[config.mk]
export PLATFORM = sky130hd
export DESIGN_NAME = keccak_padder
export DESIGN_NICKNAME = d
export VERILOG_FILES = /design/src/rtl/keccak_padder.sv
export SDC_FILE = /design/constraint.sdc
export NUM_CORES = 1
export LEC_CHECK = 0
export ABC_AREA = 1
export CAP_MARGIN = 20
export CORE_AREA = 2 2 240 242
export CTS_CLUSTER_SIZE = 24
export DETAILED_ROUTE_END_ITERATION = 10
export DIE_AREA = 0 0 242 244
export PLACE_DENSITY = 0.81
export SLEW_MARGIN = 20
export SYNTH_ARGS = -nofsm -noshare
export SYNTH_HDL_FRONTEND = slang
export SYNTH_SLANG_ARGS = --single-unit
[constraint.sdc]
create_clock -name clk -period 4 [get_ports clk]
set_input_delay 1 -clock clk [delete_from_list [all_inputs] [get_ports clk]]
set_output_delay 1 -clock clk [all_outputs]
set_load 0.02 [all_outputs]
[src/rtl/keccak_padder.sv]
// keccak_padder: SHA-3 message padder and rate-block packer.
// Takes 32-bit message words (earliest byte in bits [31:24]), applies the
// SHA-3 padding (domain byte 0x06, closing bit 0x80) and shifts them into a
// 576-bit (18-word) rate block. It presents each full block with out_ready
// and holds it until the permutation acknowledges it with f_ack.
module keccak_padder (
   input  logic         clk,
   input  logic         reset,
   input  logic [31:0]  in,
   input  logic         in_ready,
   input  logic         is_last,
   input  logic [1:0]   byte_num,
   output logic         buffer_full,
   output logic [575:0] out,
   output logic         out_ready,
   input  logic         f_ack
);

   typedef enum logic [1:0] {
      ST_FILL = 2'd0,
      ST_PAD  = 2'd1,
      ST_FULL = 2'd2,
      ST_DONE = 2'd3
   } state_t;

   localparam logic [4:0] LAST_IDX = 5'd17;

   state_t         state_q, state_d;
   logic [4:0]     cnt_q, cnt_d;
   logic           last_seen_q, last_seen_d;
   logic [575:0]   out_q, out_d;
   logic           out_ready_q, out_ready_d;
   logic           buffer_full_q, buffer_full_d;

   // Build the final message word: keep the valid leading bytes, then the
   // 0x06 domain byte, then zeros. In the last slot of the block, the
   // closing 0x80 is merged into the low byte as well.
   function automatic logic [31:0] pad_last(input logic [31:0] word,
                                            input logic [1:0]  nbytes,
                                            input logic        at_end);
      logic [31:0] w;
      case (nbytes)
         2'd0:    w = 32'h0600_0000;
         2'd1:    w = {word[31:24], 24'h06_0000};
         2'd2:    w = {word[31:16], 16'h0600};
         2'd3:    w = {word[31:8], 8'h06};
         default: w = 32'h0600_0000;
      endcase
      return w | {24'h00_0000, at_end, 7'h00};
   endfunction

   // Next-state logic: word packing, padding and the ack handshake.
   always_comb begin
      state_d     = state_q;
      cnt_d       = cnt_q;
      last_seen_d = last_seen_q;
      out_d       = out_q;
      case (state_q)
         ST_FILL: begin
            // buffer_full is low in FILL, so in_ready alone means accept.
            if (in_ready) begin
               cnt_d = (cnt_q == LAST_IDX) ? 5'd0 : cnt_q + 5'd1;
               if (is_last) begin
                  out_d       = {out_q[543:0], pad_last(in, byte_num, cnt_q == LAST_IDX)};
                  last_seen_d = 1'b1;
                  state_d     = (cnt_q == LAST_IDX) ? ST_FULL : ST_PAD;
               end else begin
                  out_d   = {out_q[543:0], in};
                  state_d = (cnt_q == LAST_IDX) ? ST_FULL : ST_FILL;
               end
            end else begin
               state_d = ST_FILL;
            end
         end
         ST_PAD: begin
            // Zero fill, with the closing bit in the final slot of the block.
            if (cnt_q == LAST_IDX) begin
               out_d   = {out_q[543:0], 32'h0000_0080};
               cnt_d   = 5'd0;
               state_d = ST_FULL;
            end else begin
               out_d   = {out_q[543:0], 32'h0000_0000};
               cnt_d   = cnt_q + 5'd1;
               state_d = ST_PAD;
            end
         end
         ST_FULL: begin
            if (f_ack) begin
               out_d   = '0;
               cnt_d   = 5'd0;
               state_d = last_seen_q ? ST_DONE : ST_FILL;
            end else begin
               state_d = ST_FULL;
            end
         end
         ST_DONE: begin
            state_d = ST_DONE;
         end
         default: begin
            state_d = ST_FILL;
            cnt_d   = 5'd0;
            out_d   = '0;
         end
      endcase
      // Handshake outputs are registered from the next state so that no
      // input reaches buffer_full or out_ready combinationally.
      out_ready_d   = (state_d == ST_FULL);
      buffer_full_d = (state_d != ST_FILL);
   end

   // State and datapath registers; reset overrides every other event.
   always_ff @(posedge clk) begin
      if (reset) begin
         state_q       <= ST_FILL;
         cnt_q         <= 5'd0;
         last_seen_q   <= 1'b0;
         out_q         <= '0;
         out_ready_q   <= 1'b0;
         buffer_full_q <= 1'b0;
      end else begin
         state_q       <= state_d;
         cnt_q         <= cnt_d;
         last_seen_q   <= last_seen_d;
         out_q         <= out_d;
         out_ready_q   <= out_ready_d;
         buffer_full_q <= buffer_full_d;
      end
   end

   assign out         = out_q;
   assign out_ready   = out_ready_q;
   assign buffer_full = buffer_full_q;

endmodule

=== After elaboration in Yosys (flattened, before gate mapping) ===
Index checks and enable logic that the tools add are counted.

* Memory bits (writable): 0
* Latch bits: 0
* Memories kept: 0
* ROM bits: 0
* Bits of input ports: 39
* Flip-flop bits (word level): 586
* Logic and storage cells: 44
* Output and inout bits: 578

* Add/sub/neg operators: 1
* $mul: 0
* Reductions and logical operators: 6
* Shift operators: 0
* Bitwise logic cells: 1
* Div/mod/pow operators: 0
* Equal/unequal tests: 10
* Muxes and demuxes: 20
* $lt $le $gt $ge: 0

{| class="wikitable"
|+ Operators by type and width
! operator !! number
|-
| 576-bit case mux with 3 select lines || 1
|-
| 576-bit 2-to-1 mux || 2
|-
| 32-bit 2-to-1 mux || 4
|-
| 32-bit case mux with 4 select lines || 1
|-
| 32-bit by 8-bit OR with 32-bit output || 1
|-
| 5-bit 2-to-1 mux || 3
|-
| 5-bit case mux with 3 select lines || 1
|-
| 2-bit 2-to-1 mux || 6
|-
| 2-bit == test, second input constant || 5
|-
| 8-bit 2-to-1 mux || 1
|-
| 2-bit case mux with 4 select lines || 1
|-
| 3-bit AND reduction || 2
|-
| 5-bit by 1-bit adder with 5-bit output, second input constant || 1
|-
| 5-bit == test, second input constant || 1
|-
| 2-bit by 1-bit == test with 1-bit output, second input constant || 2
|-
| 2-bit zero test || 2
|-
| 2-bit != test, second input constant || 2
|-
| 3-bit nonzero test || 1
|-
| 2-bit nonzero test || 1
|}

=== Depth between registers and ports, before layout ===
Gate-level depths: netlist (run 1).

* Depth in word-level cells: 9
* Depth in mapped cells: 11
* Depth with buffers taken out: 9

=== Worst setup path after synthesis (run 1) ===
OpenSTA, ideal clock, no wires.

* Kind: input to register
* Start: in f_ack
* End: reg out_q[413] (netlist: out[413])
* Arrival time: 1.844 ns
* Setup slack: 2.024 ns
* Cell stages on the path: 10
* Data required time: 3.868 ns
* Library setup time: 0.132 ns
* Buffers on the path: 3
* Cells stage by stage: inv_2 -> nand2_1 -> nand2_1 -> nor2_4 -> inv_2 -> buf_4 -> buf_8 -> buf_6 -> nand2_1 -> a21oi_1

* Longest elaborated chain between the ends: 2

{| class="wikitable"
|+ RTL lines
! item !! RTL line !! text
|-
| start: declaration || 16 || <nowiki>input logic f_ack</nowiki>
|-
| 2-bit != test (no source line) || - ||
|-
| 3-bit AND reduction (no source line) || - ||
|-
| end signal: assignment || 124 || <nowiki>out_q <= out_d;</nowiki>
|-
| end: declaration || 31 || <nowiki>logic [575:0] out_q, out_d;</nowiki>
|}

No other way between the ends.
A chain may end at the register's enable or synchronous reset.

=== Final worst setup path (run 1) ===
* Start: in f_ack
* End: reg out_q[271] (netlist: out[271])

Same word-level chain as after synthesis.

==> results_dict.tcl, run 1 <==
set metrics [dict create \
    status "finished, final reports clean" \
    ys_seq_elements 586 \
    setup_viol 0 \
    drv_cap 0 \
    ioPinCount 617 \
    final_area_mm2 0.03325 \
    grt_max_degree 160 \
    clock-sinks 586 \
    dp_hpwl_um 57400 \
    finalPower_mw 12.65 \
    slew-limit-headroom_pct 42.55 \
    io_buffers 616 \
    ys_types 23 \
    postCtsHoldBufs 0 \
    antennaDiodeCount 0 \
    period_share_pct 70.67 \
    antenna_found_initial 0 \
    finalHoldViolCount 0 \
    timing.final.max_slew_violations 0 \
    hold_class "reg -> reg" \
    cts_setup_buffers 0 \
    drc_errors 0 \
    cp-start-kind "primary input" \
    grt_pass1_vias 22753 \
    std_cell_rows 87 \
    max_freq_mhz 353.7 \
    rsz0062_at_grt "no" \
    path_clk_slew_ns 0.06 \
    ys.warnings.count 0 \
    ctsResizeCount 0 \
    clk_path_buf_depth 3 \
    synthCells 3726 \
    pwr-share-seq_pct 47.3 \
    power_density_mw_per_mm2 380.3 \
    gr-total-overflow 0 \
    cts_tree "built" \
    area_growth_pct 33.83 \
    mappedNetlistArea_mm2 0.02485 \
    syn_area_per_cell_um2 6.669 \
    htreeDepth 2 \
    swShare_pct 24.68 \
    fin_nets 4240 \
    combPwrFrac_pct 8.1 \
    max-vdd-ir-drop_v 0.0003571 \
    core_mm2 0.05617 \
    crit_arrival_ns 3.30 \
    gp_congestion 0.9436 \
    fin_crit_ns 2.827 \
    switchingPower_mw 3.120 \
    cp_max_fo 120 \
    p_leak_nw 11.35 \
    detail-route-antenna-nets 0 \
    drt_iter0_markers 2079 \
    initial_utilization_pct 44.24 \
    dr.pass1.iters 6 \
    worstMarginPinSlew_ns 0.8597 \
    wirelength_um 83830 \
    vias 24609 \
    post_dp_cell_area_mm2 0.03130 \
    synth_nets 3772 \
    cp_data_required_time_ns 4.47 \
    p_int_mw 9.525 \
    p_clk_share_pct 44.6 \
    fin_tns_setup_ns 0 \
    wl_per_cell_um 16.79 \
    die_w_um 242 \
    grt_pass1_wl_um 128800 \
    fin_worst_skew_ns 0.01451 \
    die_h_um 244 \
    grt.total_usage_pct 26.92 \
    root_buffer "clkbuf_16" \
    clk_latency_ns 0.62 \
    die-area_mm2 0.05905 \
    drive_gt1_share_pct 3.446 \
    synth_seq_area_share_pct 47.21 \
    worstSetupPathType "in -> reg" \
    post_drt_via_cell_ratio 4.929 \
    cts_inserted_buffers 59 \
    end_kind "flip-flop" \
]
## worst paths after layout
path	slack (ns)	start	cells after the start	endpoint
hold / removal	0.47	last_seen_q	1	last_seen_q
hold reg to reg	0.47	last_seen_q	1	last_seen_q
setup / recovery	1.17	f_ack	9	out[271]
setup reg to reg	1.42	state_q[0]	9	out[271]
## logic make-up (layout without fill, tap and decap cells)
family | after synthesis | in the layout | synth area share, %
DFF | 586 | 586 | 47.21
AOI/OAI and AO/OA | 634 | 634 | 12.80
adders and majority gates | 7 | 7 | 0.3525
and+or+nand+nor | 1721 | 1721 | 26.33
buffers and inverters | 778 | 1289 | 13.31
## stage by stage
| stage | util (%) | std cells | hold WS (ns) | setup WS, ns |
|---|---|---|---|---|
| floorplan | - | 3726 | 0.4403 | 2.024 |
| global placement | 55.72 | 4889 | 0.4501 | 0.6949 |
| detailed placement | 55.72 | 4889 | 0.4569 | 0.6599 |
| CTS | 59.20 | 4993 | 0.4731 | 1.174 |
| global route | 59.20 | 4993 | 0.4830 | 1.098 |
| finish | 59.20 | 4993 | 0.4706 | 1.173 |
## routing by layer
metal	track usage, %	share of wire (%)
met3	6.245	8.0
met1	32.96	40
met2	45.33	47
met4	11.71	4.7
met5	0	0
## state kept, by name, indices dropped and copies added, names as in the netlist
name and cells:
cnt_q 5, out_ready 1, buffer_full 1, out 576
state_q 2, last_seen_q 1
## cell usage in the layout, fill, tap and decap left out
cell type and instances:
nand3_1 28, nor2_1 580, o21a_1 1, buf_8 1, buf_4 23, inv_2 3, clkdlybuf4s50_1 615, nor2_4 2
o211ai_1 1, buf_12 25, clkbuf_8 15, a21oi_1 517, clkinv_8 1, a31oi_1 1, nor3_1 3, nor2_2 2
nand4_1 2, clkinv_2 5, nand2_1 1098, inv_6 1, clkbuf_16 60, clkbuf_1 15, bufinv_16 4, o21ai_1 16
ha_1 7, clkinvlp_4 3, o21ai_0 98, inv_8 1, nor3b_1 6, inv_1 517, dfxtp_1 586
## Yosys cell counts
library cell	instances	area share (%)
nor3_1	3	0.060
clkbuf_1	83	1.3
buf_4	29	0.88
inv_1	517	7.8
nand3_1	28	0.56
a21oi_1	517	10
nor2_1	580	8.8
buf_2	130	2.6
ha_1	7	0.35
dfxtp_1	586	47
nand2_1	1098	17
nor2_2	3	0.076
o21ai_1	16	0.32
nor3b_1	6	0.18
o211ai_1	1	0.030
buf_8	1	0.060
buf_6	14	0.63
inv_2	4	0.060
nand4_1	2	0.050
nor2_4	1	0.045
a31oi_1	1	0.025
o21ai_0	98	2.0
o21a_1	1	0.030
## worst max-delay path, stage by stage
cell             delay (ns)
clkdlybuf4s50_1        0.55
inv_2                  0.04
nand2_1                0.07
nand2_1                0.08
nor2_4                 0.47
inv_8                  0.39
buf_4                  0.40
nand2_1                0.11
a21oi_1                0.06
## cell type report
class                      count  area [µm²]
fill                        5084       22910
sequential                   586       11730
multi-input combinational   2362        9813
timing repair buffer         664        6844
inverter                     521        1963
clock buffer                  90        1764
tap                          756       945.9
clock inverter                14       192.7
## power by group through the flow
stage | combinational [mW] | clock [mW] | sequential [mW]
6_report | 1.03 | 5.64 | 5.98
2_1_floorplan | 0.586 | 0 | 6.19
5_1_grt | 1.11 | 5.96 | 5.98
3_3_place_gp | 1.01 | 0 | 6.10
3_5_place_dp | 1.02 | 0 | 6.11
4_1_cts | 1.02 | 5.71 | 5.98
(Power assumes the default switching activity.)
==> run 2: changes to the inputs <==
Settings changed: CORE_AREA 2 2 240 242 to 2 2 238 240, DIE_AREA 0 0 242 244 to 0 0 240 242, PLACE_DENSITY 0.81 to 0.85.
Clock period 4 ns to 2.3 ns, I/O delays scaled along.
==> run 2 against run 1 <==
Worst hold slack worse by 0.19 ns. Global-route usage is 0.97 points higher. Power is 79% higher. Sequential share of layout area is 0.96 points lower. Final area is 2.8% higher. Sequential cell count stayed put. Combinational power is 92% higher. Register-to-register slack worse by 1.3 ns. Critical path depth is 8 lower. Count of clock-buffer cells in the layout is 3 lower. Via count is 3.0% higher. Critical path type is now reg -> out. Largest power group unchanged.
==> results_dict.tcl, run 2 (synthesis results as in run 1) <==
set metrics [dict create \
    period_share_pct 99.10 \
    swShare_pct 24.40 \
    fin_nets 4301 \
    status "finished, final reports clean" \
    grt_pass1_vias 23842 \
    die_w_um 240 \
    cp_cell_sequence "clkdlybuf4s50_1" \
    rsz0062_at_grt "no" \
    ctsResizeCount 42 \
    cp_max_fo 3 \
    drt_iter0_markers 2070 \
    clk_path_buf_depth 3 \
    core_mm2 0.05573 \
    fill_cells 4686 \
    holdWs_ns 0.2855 \
    post_drt_via_cell_ratio 5.008 \
    antenna_found_initial 0 \
    fin_tns_setup_ns 0 \
    drv_cap 0 \
    finalPower_mw 22.60 \
    reg2reg_to "out[21]" \
    p_clk_share_pct 45.2 \
    dp_hpwl_um 60030 \
    cp-start-kind "flip-flop" \
    cts_inserted_buffers 59 \
    crit_buf_inv 1 \
    worstMarginPinSlew_ns 0.5695 \
    area_growth_pct 37.57 \
    antennaDiodeCount 0 \
    clk_latency_ns 0.62 \
    p_int_mw 17.09 \
    htreeDepth 2 \
    drive_gt1_share_pct 4.973 \
    power_density_mw_per_mm2 661.2 \
    switchingPower_mw 5.516 \
    path_clk_slew_ns 0.06 \
    worstSetupPathType "reg -> out" \
    final_common_cell "nand2_1" \
    initial_utilization_pct 44.58 \
    max-vdd-ir-drop_v 0.0006156 \
    cp_data_required_time_ns 1.73 \
    fin_worst_skew_ns 0.02404 \
    ioPinCount 617 \
    drc_errors 0 \
    end_kind "primary output" \
    setup_viol 0 \
    crit_arrival_ns 1.70 \
    startpoint "out[144]" \
    cp.depth 1 \
    finalHoldViolCount 0 \
    timing.final.max_slew_violations 0 \
    hold_class "in -> reg" \
    wl_per_cell_um 16.68 \
    root_buffer "clkbuf_16" \
    r2r_start "state_q[0]" \
    crit_family "buffers and inverters" \
    die_h_um 242 \
    cts_tree "built" \
    slew-limit-headroom_pct 61.90 \
    worstRegToRegCells 8 \
    gp_congestion 0.9297 \
    max_freq_mhz 438.7 \
    postCtsHoldBufs 0 \
    fin_crit_ns 2.279 \
    cts_setup_buffers 0 \
    crit_path_max_incr_delay_ns 0.65 \
    slowest_stage "clkdlybuf4s50_1" \
    pwr-share-seq_pct 46.0 \
    wirelength_um 84380 \
    grt_pass1_wl_um 130600 \
    detail-route-antenna-nets 0 \
    clock-sinks 586 \
    critPathCapture "out[144]" \
    die-area_mm2 0.05808 \
    vias 25336 \
    grt_max_degree 121 \
    std_cell_rows 87 \
    gr-total-overflow 0 \
    p_leak_nw 12.77 \
    mostFrequentLayoutCells "nand2_1 (1098), dfxtp_1 (586), nor2_1 (580)" \
    r2r_slack_ns 0.15 \
    dr.pass1.iters 5 \
    grt.total_usage_pct 27.89 \
    largest_register_ffs 576 \
    combPwrFrac_pct 8.8 \
    io_buffers 616 \
]
==> run 2: power by group through the flow <==
stage / Clock, mW / Combinational [mW] / Sequential, mW
global route: 10.7 / 2.12 / 10.4
finish: 10.2 / 1.98 / 10.4
global placement: 0 / 1.94 / 10.6
CTS: 10.3 / 1.97 / 10.4
detailed placement: 0 / 1.95 / 10.6
floorplan: 0 / 1.02 / 10.8
==> run 2: stage by stage <==
step                      utilization (%)  area, µm²  worst slack, ns  cells
final                               61.33      34180          0.02076   5059
after global routing                61.33      34180       0.00002898   5059
after CTS                           61.16      34080       0.00006506   5059
after detailed placement            57.54      32070         -0.07266   4950
after global placement              57.54      32070         -0.03918   4950
after floorplan                         -      24850           0.6302   3726
==> run 2: per-layer routing <==
layer | global-route usage (%) | wire [µm] | vias to the layer above
met4 | 16.24 | 5526 | 0
met2 | 45.53 | 39240 | 1049
met5 | 0 | 0 | -
li1 | - | - | 12262
met1 | 33.23 | 32600 | 11726
met3 | 6.814 | 7010 | 299
==> run 2: worst min-delay path by stage <==
| stage | from | endpoint | slack [ns] | cells past startpoint |
|---|---|---|---|---|
| 6_report | reset | out[67] | 0.29 | 2 |
| 5_1_grt | reset | out[63] | 0.26 | 2 |
| 4_1_cts | reset | out[63] | 0.25 | 2 |
| 3_5_place_dp | last_seen_q | last_seen_q | 0.46 | 1 |
| 3_3_place_gp | last_seen_q | last_seen_q | 0.45 | 1 |
| 2_1_floorplan | last_seen_q | last_seen_q | 0.44 | 1 |
==> run 2: layout make-up <==
| cell class | count | area, µm² | share of cell area (%) |
|---|---|---|---|
| flip-flops and latches | 586 | 11730 | 34.32 |
| well taps | 756 | 945.9 | 2.767 |
| repair buffers | 725 | 7662 | 22.42 |
| clock buffers | 87 | 1754 | 5.132 |
| clock inverters | 22 | 314.1 | 0.9187 |
| inverters | 521 | 1963 | 5.743 |
| multi-input cells | 2362 | 9813 | 28.71 |
